**src/rtl/rv_pkg.sv**
```systemverilog
// Shared RV32 definitions for the execute-stage multiply/divide unit:
// operation codes, FSM state encoding and the architectural word width.
package rv_pkg;

  localparam int XLEN = 32;

  localparam logic [2:0] MULDIV_OP_MUL    = 3'd0;
  localparam logic [2:0] MULDIV_OP_MULH   = 3'd1;
  localparam logic [2:0] MULDIV_OP_MULHSU = 3'd2;
  localparam logic [2:0] MULDIV_OP_MULHU  = 3'd3;
  localparam logic [2:0] MULDIV_OP_DIV    = 3'd4;
  localparam logic [2:0] MULDIV_OP_DIVU   = 3'd5;
  localparam logic [2:0] MULDIV_OP_REM    = 3'd6;
  localparam logic [2:0] MULDIV_OP_REMU   = 3'd7;

  typedef enum logic [1:0] {
    MD_IDLE = 2'd0,
    MD_CALC = 2'd1,
    MD_FIX  = 2'd2,
    MD_DONE = 2'd3
  } muldiv_state_t;

  // Every divide/remainder opcode has bit 2 set.
  function automatic logic op_is_div(input logic [2:0] op);
    return op[2];
  endfunction

endpackage

```
**src/rtl/muldiv_unit_if.sv**
```systemverilog
// Request/response bundle between the execute stage and the multiply/divide unit.
interface muldiv_unit_if;
  import rv_pkg::*;

  logic            flush;
  logic            in_valid;
  logic            in_ready;
  logic [2:0]      op;
  logic [XLEN-1:0] a;
  logic [XLEN-1:0] b;
  logic            out_valid;
  logic            out_ready;
  logic [XLEN-1:0] result;

  modport master (
    output flush, in_valid, op, a, b, out_ready,
    input  in_ready, out_valid, result
  );

  modport slave (
    input  flush, in_valid, op, a, b, out_ready,
    output in_ready, out_valid, result
  );

endinterface

```
**src/rtl/muldiv_iter.sv**
```systemverilog
// One combinational iteration step: a shift-add multiply step or a
// restoring-divide step on the {hi, lo} working pair.
module muldiv_iter #(
  parameter int XLEN = 32
) (
  input  logic            is_div,
  input  logic [XLEN-1:0] hi,
  input  logic [XLEN-1:0] lo,
  input  logic [XLEN-1:0] operand,
  output logic [XLEN-1:0] hi_next,
  output logic [XLEN-1:0] lo_next
);

  logic [XLEN:0]   sum;
  logic [XLEN:0]   shifted;
  logic [XLEN-1:0] diff_lo;
  logic            ge;

  always_comb begin
    // Multiply: lo holds the remaining multiplier bits, product shifts right into it.
    sum     = {1'b0, hi} + (lo[0] ? {1'b0, operand} : '0);
    // Divide: the partial remainder is always below the divisor, so 32 bits of
    // hi suffice and the 33-bit shifted value carries the compare.
    shifted = {hi, lo[XLEN-1]};
    ge      = (shifted >= {1'b0, operand});
    diff_lo = shifted[XLEN-1:0] - operand;

    if (is_div) begin
      hi_next = ge ? diff_lo : shifted[XLEN-1:0];
      lo_next = {lo[XLEN-2:0], ge};
    end else begin
      hi_next = sum[XLEN:1];
      lo_next = {sum[0], lo[XLEN-1:1]};
    end
  end

endmodule

```
**src/rtl/muldiv_unit.sv**
```systemverilog
// Iterative RV32M multiply/divide unit: magnitude datapath, 32 iterations,
// one fix-up cycle for sign, word select and special-case overrides.
module muldiv_unit #(
  parameter int XLEN  = 32,
  parameter int CNT_W = 5
) (
  input  logic          clk,
  input  logic          rst,
  muldiv_unit_if.slave  bus
);
  import rv_pkg::*;

  muldiv_state_t    state_reg, state_next;
  logic [CNT_W-1:0] cnt_reg;
  logic [2:0]       op_reg;
  logic [XLEN-1:0]  hi_reg, lo_reg, operand_reg, a_reg, result_reg;
  logic             neg_res_reg, neg_rem_reg, div_zero_reg, ovf_reg;

  logic             accept, step, fix;
  logic [XLEN-1:0]  hi_step, lo_step;

  logic             in_is_div, a_signed, b_signed, a_neg, b_neg, in_ovf;
  logic [XLEN-1:0]  a_mag, b_mag;
  logic [2*XLEN-1:0] product, product_fixed;
  logic [XLEN-1:0]  quotient_fixed, remainder_fixed, fix_value;

  always_comb begin
    in_is_div = op_is_div(bus.op);
    a_signed  = (bus.op == MULDIV_OP_MULH) || (bus.op == MULDIV_OP_MULHSU) ||
                (bus.op == MULDIV_OP_DIV)  || (bus.op == MULDIV_OP_REM);
    b_signed  = (bus.op == MULDIV_OP_MULH) || (bus.op == MULDIV_OP_DIV) ||
                (bus.op == MULDIV_OP_REM);
    a_neg     = a_signed & bus.a[XLEN-1];
    b_neg     = b_signed & bus.b[XLEN-1];
    a_mag     = a_neg ? -bus.a : bus.a;
    b_mag     = b_neg ? -bus.b : bus.b;
    in_ovf    = ((bus.op == MULDIV_OP_DIV) || (bus.op == MULDIV_OP_REM)) &&
                (bus.a == {1'b1, {(XLEN-1){1'b0}}}) && (bus.b == '1);
  end

  always_ff @(posedge clk or posedge rst) begin
    if (rst) state_reg <= MD_IDLE;
    else     state_reg <= state_next;
  end

  always_comb begin
    state_next = state_reg;
    accept     = 1'b0;
    step       = 1'b0;
    fix        = 1'b0;
    case (state_reg)
      MD_IDLE: begin
        if (!bus.flush && bus.in_valid) begin
          accept     = 1'b1;
          state_next = MD_CALC;
        end
      end
      MD_CALC: begin
        if (bus.flush) begin
          state_next = MD_IDLE;
        end else begin
          step = 1'b1;
          if (cnt_reg == {CNT_W{1'b1}}) state_next = MD_FIX;
        end
      end
      MD_FIX: begin
        if (bus.flush) begin
          state_next = MD_IDLE;
        end else begin
          fix        = 1'b1;
          state_next = MD_DONE;
        end
      end
      default: begin
        if (bus.flush || bus.out_ready) state_next = MD_IDLE;
      end
    endcase
  end

  muldiv_iter #(.XLEN(XLEN)) u_iter (
    .is_div  (op_is_div(op_reg)),
    .hi      (hi_reg),
    .lo      (lo_reg),
    .operand (operand_reg),
    .hi_next (hi_step),
    .lo_next (lo_step)
  );

  always_comb begin
    product         = {hi_reg, lo_reg};
    product_fixed   = neg_res_reg ? -product : product;
    quotient_fixed  = neg_res_reg ? -lo_reg : lo_reg;
    remainder_fixed = neg_rem_reg ? -hi_reg : hi_reg;
    fix_value       = '0;
    case (op_reg)
      MULDIV_OP_MUL:
        fix_value = product_fixed[XLEN-1:0];
      MULDIV_OP_MULH, MULDIV_OP_MULHSU, MULDIV_OP_MULHU:
        fix_value = product_fixed[2*XLEN-1:XLEN];
      MULDIV_OP_DIV, MULDIV_OP_DIVU:
        fix_value = div_zero_reg ? '1 :
                    ovf_reg      ? {1'b1, {(XLEN-1){1'b0}}} : quotient_fixed;
      default:
        fix_value = div_zero_reg ? a_reg :
                    ovf_reg      ? '0 : remainder_fixed;
    endcase
  end

  always_ff @(posedge clk or posedge rst) begin
    if (rst) begin
      cnt_reg      <= '0;
      op_reg       <= '0;
      hi_reg       <= '0;
      lo_reg       <= '0;
      operand_reg  <= '0;
      a_reg        <= '0;
      neg_res_reg  <= 1'b0;
      neg_rem_reg  <= 1'b0;
      div_zero_reg <= 1'b0;
      ovf_reg      <= 1'b0;
      result_reg   <= '0;
    end else begin
      if (accept) begin
        cnt_reg      <= '0;
        op_reg       <= bus.op;
        hi_reg       <= '0;
        lo_reg       <= in_is_div ? a_mag : b_mag;
        operand_reg  <= in_is_div ? b_mag : a_mag;
        a_reg        <= bus.a;
        neg_res_reg  <= a_neg ^ b_neg;
        neg_rem_reg  <= a_neg;
        div_zero_reg <= (bus.b == '0);
        ovf_reg      <= in_ovf;
      end
      if (step) begin
        hi_reg  <= hi_step;
        lo_reg  <= lo_step;
        cnt_reg <= cnt_reg + CNT_W'(1);
      end
      if (fix) result_reg <= fix_value;
    end
  end

  assign bus.in_ready  = (state_reg == MD_IDLE);
  assign bus.out_valid = (state_reg == MD_DONE);
  assign bus.result    = result_reg;

endmodule

```
**src/flat_wrapper.sv**
```systemverilog
// flat-port wrapper written by rule: the top's interface ports become plain ports
module muldiv_unit_flat import rv_pkg::*;
#(
  parameter int XLEN  = 32,
  parameter int CNT_W = 5
)
  (clk, rst, bus_flush, bus_in_valid, bus_op, bus_a, bus_b, bus_out_ready, bus_in_ready, bus_out_valid, bus_result);
  muldiv_unit_if bus_i ();
  input  logic clk;
  input  logic rst;
  input wire logic [$bits(bus_i.flush)-1:0] bus_flush;
  input wire logic [$bits(bus_i.in_valid)-1:0] bus_in_valid;
  input wire logic [$bits(bus_i.op)-1:0] bus_op;
  input wire logic [$bits(bus_i.a)-1:0] bus_a;
  input wire logic [$bits(bus_i.b)-1:0] bus_b;
  input wire logic [$bits(bus_i.out_ready)-1:0] bus_out_ready;
  output wire logic [$bits(bus_i.in_ready)-1:0] bus_in_ready;
  output wire logic [$bits(bus_i.out_valid)-1:0] bus_out_valid;
  output wire logic [$bits(bus_i.result)-1:0] bus_result;
  assign bus_i.flush = bus_flush;
  assign bus_i.in_valid = bus_in_valid;
  assign bus_i.op = bus_op;
  assign bus_i.a = bus_a;
  assign bus_i.b = bus_b;
  assign bus_i.out_ready = bus_out_ready;
  assign bus_in_ready = bus_i.in_ready;
  assign bus_out_valid = bus_i.out_valid;
  assign bus_result = bus_i.result;
  muldiv_unit #(.XLEN(XLEN), .CNT_W(CNT_W)) u_core (.clk(clk), .rst(rst), .bus(bus_i));
endmodule
```
**config.mk**
```make
export PLATFORM = sky130hd
export DESIGN_NAME = muldiv_unit_flat
export DESIGN_NICKNAME = d
export VERILOG_FILES = /design/src/rtl/rv_pkg.sv /design/src/rtl/muldiv_unit_if.sv /design/src/rtl/muldiv_iter.sv /design/src/rtl/muldiv_unit.sv /design/src/flat_wrapper.sv
export SDC_FILE = /design/constraint.sdc
export NUM_CORES = 1
export LEC_CHECK = 0
export ABC_AREA = 0
export CAP_MARGIN = 20
export CORE_UTILIZATION = 30
export DETAILED_ROUTE_END_ITERATION = 7
export PLACE_DENSITY = 0.57
export SETUP_SLACK_MARGIN = 0.1
export SYNTH_ARGS = -nofsm -noshare
export SYNTH_HDL_FRONTEND = slang
export SYNTH_SLANG_ARGS = --single-unit
```
**constraint.sdc**
```tcl
create_clock -name clk -period 21.2 [get_ports clk]
set_input_delay 6.36 -clock clk [delete_from_list [all_inputs] [get_ports clk]]
set_output_delay 6.36 -clock clk [all_outputs]
set_load 0.005 [all_outputs]
```
# Word-level counts from Yosys, hierarchy flattened
# Cells that the tools add are included.
# word_totals
inputBits,72
out_inout_bits,34
elab_cells,93
ff_bits,174
# classes
eq_ne,17
magnitude_cmp,1
reduce_logical,19
n_bitwise,3
add_sub_neg,8
muxes,33
# op_table
op,n
$mux 32,18
$neg 32->32,4
$pmux 32 s3,1
$eq 32x32->1 const B,2
$mux 64,1
$neg 64->64,1
$add 32x33->33,1
$ge 33x32->1,1
$logic_not 32->1,1
$sub 32x32->32,1
$eq 3x3->1 const B,4
$mux 2,5
$mux 5,2
$eq 3x2->1 const B,3
$logic_or 1x1->1,7
$eq 3x1->1 const B,2
$pmux 2 s3,1
$add 5x1->5 const B,1
$eq 5x5->1 const B,1
$mux 1,5
$eq 2x2->1 const B,2
$reduce_bool 4->1,1
$logic_and 1x1->1,3
$logic_not 3->1,1
11 further kinds,12

# Depth between registers and ports, before layout
# logic_depth
word_depth,9
depth_mapped,14
depth_no_buf,13

# By module
# From an unflattened synthesis, not the netlist that was laid out.
# unflattened
cells_unflattened,2217
hier_area_um2,17082.6
# modules_own_cells
mod,seq_area_each_um2,cells_each,area_per_inst_um2,instances
muldiv_unit,4354.2,1547,12326.8,1
muldiv_iter,0.0,670,4755.8,1

# Least setup slack after synthesis
# Ideal clock, no wire load.
# synth_path
path_type,input to register
start,in bus_a[2]
end,reg u_core.lo_reg[27]
stages,9
n_path_buf,0
arrival_time_ps,8343
t_required_ps,21061
slack_ps,12718
setup_ps,139
cell_sequence,or4_4 -> nor4b_4 -> nand2_1 -> or2_1 -> o31ai_1 -> xor2_1 -> nand2_1 -> o211ai_1 -> a22oi_1
# synth_via
elab_chain_len,5
# synth_lines
element,line_no,rtl
from (decl),flat_wrapper.sv:14,input wire logic [$bits(bus_i.a)-1:0] bus_a;
$neg 32->32,muldiv_unit.sv:35,a_mag = a_neg ? -bus.a : bus.a;
$mux 32,muldiv_unit.sv:35,
$mux 32,muldiv_unit.sv:127,lo_reg <= in_is_div ? a_mag : b_mag;
$mux 32,muldiv_unit.sv:123,if (accept) begin
$mux 32,muldiv_unit.sv:135,if (step) begin
to (signal assigned),muldiv_unit.sv:127,
to (signal assigned),muldiv_unit.sv:137,lo_reg <= lo_step;
to (decl),muldiv_unit.sv:16,"logic [XLEN-1:0] hi_reg, lo_reg, operand_reg, a_reg, result_reg;"
# Every way passes these cells. The select of a mux whose other input is x is not followed.
# A chain may end at the register's enable or synchronous reset.

# Final worst setup path
# layout_path
start,in bus_a[2]
end,reg u_core.lo_reg[28]
# Same word-level chain as after synthesis.

==> results.md <==
* Hold crit path type: reg2reg
* Post-synth ARST share at 1.00
* Cell family with most CP delay: simple AND/OR/NAND/NOR gates
* Reg2Reg Setup Slack at roughly 17000 ps
* Die footprint at approximately 0.055 mm²
* Cell area after layout at roughly 0.018 mm²
* Req. time, crit path at roughly 22000 ps
* Post-synth top area share at 0.270
* CTS Root Buffer Type: clkbuf_16
* Pwr dens at approximately 150 mW/mm²
* ANT nets after route at 0
* CP max FO at 6
* Initial antenna violation count at 1
* Setup Viol. Count Final at 0
* Largest net degree at the start of global routing at roughly 110
* Count of different cell masters after synthesis at a little over 80
* WL/cell at approximately 24 µm
* Clk slew on worst S/H paths at about 70 ps
* Top_reg_cell synth: dfrtp_1
* Syn Nets at about 2200
* Final setup TNS at 0 ps
* DRC at 0
* Share of cells above drive strength 1 at 0.0485
* CP most frequent cell: nand2_1
* Port Buffers at around 110
* Worst VDD drop at between 70 and 80 µV
* Cell taking the most area after synthesis: dfrtp_1
* Via count at ~16000
* P_leak at roughly 7.4 nW
* Max Cap Viol at 0
* Unrepaired setup endpoints after global routing: no
* Top cells by count, synth: 292 x nand2_1, 174 x dfrtp_1, 171 x nor2_1
* Syn_area_per_cell at 7.67 µm²
* Tcrit/Tclk final at 0.425
* Crit-path cells: clkdlybuf4s50_1 > or4_4 > nor4b_2 > nand2_1 > nor2_1 > a21oi_1 > xnor2_1 > nand2_1 > o211ai_1 > a22oi_1
* Drt pass-1 iters at 6
* Net count, final at about 2200
* Starting Density at 0.305
* Vias per inst at between 5 and 6
* Vias in the first global route at ~15000
* Slew @ Worst Pin at around 1100 ps
* Yosys reg bits at 174
* Post-Route WL at approximately 66 mm
* Total GRT Usage at 0.244
* Initial DRC count at about 1600
* Synth top area cells: dfrtp_1 27%, nand2_1 6.8%, xnor2_1 6.7%
* Global-route wire length before repair at just under 100 mm
* H-Tree Depth at 4
* CP Capture Type: flip-flop
* DPL Wire Length at approximately 50 mm
* Rows at 84
* Critical Path Slowest Stage Cell: or4_4
* Sequential-to-total area share from yosys stat at 0.270
* CP Launch Type: input port
* Die height at 234 µm
* Status: finished clean
* Clock Latency Late Sink at between 500 and 600 ps
* Worst endpoint data arrival time at 9360 ps
* Fmax at 111 MHz
* CTS tree: built
* Final max-slew violation count at 0
* Layout Area Growth over Synthesis at 13.3%
* Slew margin rel. at 0.276
* Final Hold Violating Endpoints at 0
* DP Area at around 0.018 mm²
* WP buf/inv at 1
* Final critical-path required period at 9010 ps
* Post-CTS setup buffer count at 0
* Critical path's largest stage delay at approximately 630 ps
* EDFF count, synth at 0
* Die span in x at 234 µm
* Hold-fix buffers, CTS at 0
* Mapped Cells at 2100
* Count leader, synth: nand2_1
* Clock sink total at 174
* Overflow after GRT at 0
* Syn Std Cell Area at 0.0161 mm²
* Yosys Warn Count at 0
* Final Skew at about 17 ps
* WS Path Type: in2reg
* Max clock buf depth at 2
* PostCTS Resize Cnt at 0
* FILL cells at 5599
* Ports at 106
* Routability congestion estimate at 1.02
* Core ar. at ~0.053 mm²
* Cts bufs inserted at 17
## cells in the final DEF, fill, tap and decap left out, types with 38 or more instances in the layout
| master | Yosys | routed |
|---|---|---|
| o31ai_1 | 38 | 38 |
| nor2_1 | 171 | 167 |
| mux2i_1 | 49 | 49 |
| nand2_1 | 292 | 292 |
| xor2_1 | 80 | 80 |
| o21ai_0 | 141 | 141 |
| dfrtp_1 | 174 | 172 |
| o21ai_1 | 45 | 45 |
| inv_1 | 60 | 59 |
| a21oi_1 | 157 | 157 |
| clkdlybuf4s50_1 | 0 | 104 |
| ha_1 | 75 | 75 |
| xnor2_1 | 124 | 124 |
| a211oi_1 | 59 | 59 |
## worst paths after layout
kind,startpoint,to,cells after the start
min reg2reg,u_core.bus.result[6],u_core.bus.result[6],2
max in group asynchronous,rst,u_core.neg_res_reg,4
max reg2reg,u_core.lo_reg[0],u_core.hi_reg[30],12
max,bus_a[2],u_core.lo_reg[28],10
min in group asynchronous,rst,u_core.a_reg[3],2
min,u_core.bus.result[6],u_core.bus.result[6],2
## per-layer routing
layer  track usage  vias up  part of all wire
met4        0.0838        0             0.030
met5             0        -                 0
met1         0.328     7997              0.43
met2         0.387      730              0.45
met3        0.0480       95             0.083
li1              -     7537                 -
## metrics by stage
| step | hold slack [ps] | setup WS [ps] | util | cells | power [mW] |
|---|---|---|---|---|---|
| 2_1_floorplan | 437 | 10120 | - | 2100 | 1.81 |
| 3_3_place_gp | 459 | 11690 | 0.333 | 2756 | 2.34 |
| 3_5_place_dp | 466 | 11670 | 0.334 | 2758 | 2.35 |
| 4_1_cts | 486 | 12210 | 0.345 | 2789 | 2.70 |
| 5_1_grt | 511 | 12000 | 0.346 | 2790 | 2.91 |
| 6_report | 481 | 12190 | 0.346 | 2791 | 2.75 |
## area by class of cell
| type | instances | area (µm²) | area share |
|---|---|---|---|
| repair buffers | 131 | 1280 | 0.0705 |
| clock buffers | 19 | 453 | 0.0248 |
| inverters | 61 | 234 | 0.0128 |
| diodes | 1 | 2.50 | 0.000137 |
| well taps | 688 | 861 | 0.0472 |
| flip-flops and latches | 174 | 4360 | 0.239 |
| clock inverters | 12 | 125 | 0.00686 |
| multi-input cells | 1705 | 10900 | 0.599 |
## kinds of logic after synthesis
| family | Yosys count | synth area share |
|---|---|---|
| flip-flops | 174 | 0.270 |
| XOR/XNOR | 204 | 0.111 |
| adder cells (fa/ha/maj) | 77 | 0.0608 |
| AO/OA/AOI/OAI | 674 | 0.270 |
| buffers and inverters | 221 | 0.0538 |
| multiplexers | 50 | 0.0312 |
| AND/OR/NAND/NOR | 700 | 0.203 |
## power by group
group          switching, mW  internal [mW]
Clock                  0.166          0.170
Combinational           1.06          0.642
Sequential             0.253          0.451
Total                   1.48           1.26
## worst reg2reg max path, stage by stage (launching register included)
cell and delay, ps:
dfrtp_1 550, inv_1 500, nor2_1 90, ha_1 360, o21ai_0 100, o21bai_1 170
a21oi_1 170, o31ai_1 700, a21oi_1 360, o31a_1 410, a21oi_1 210, mux2_2 370
o31ai_1 220
Note: power is estimated with default switching activity, not from simulation.
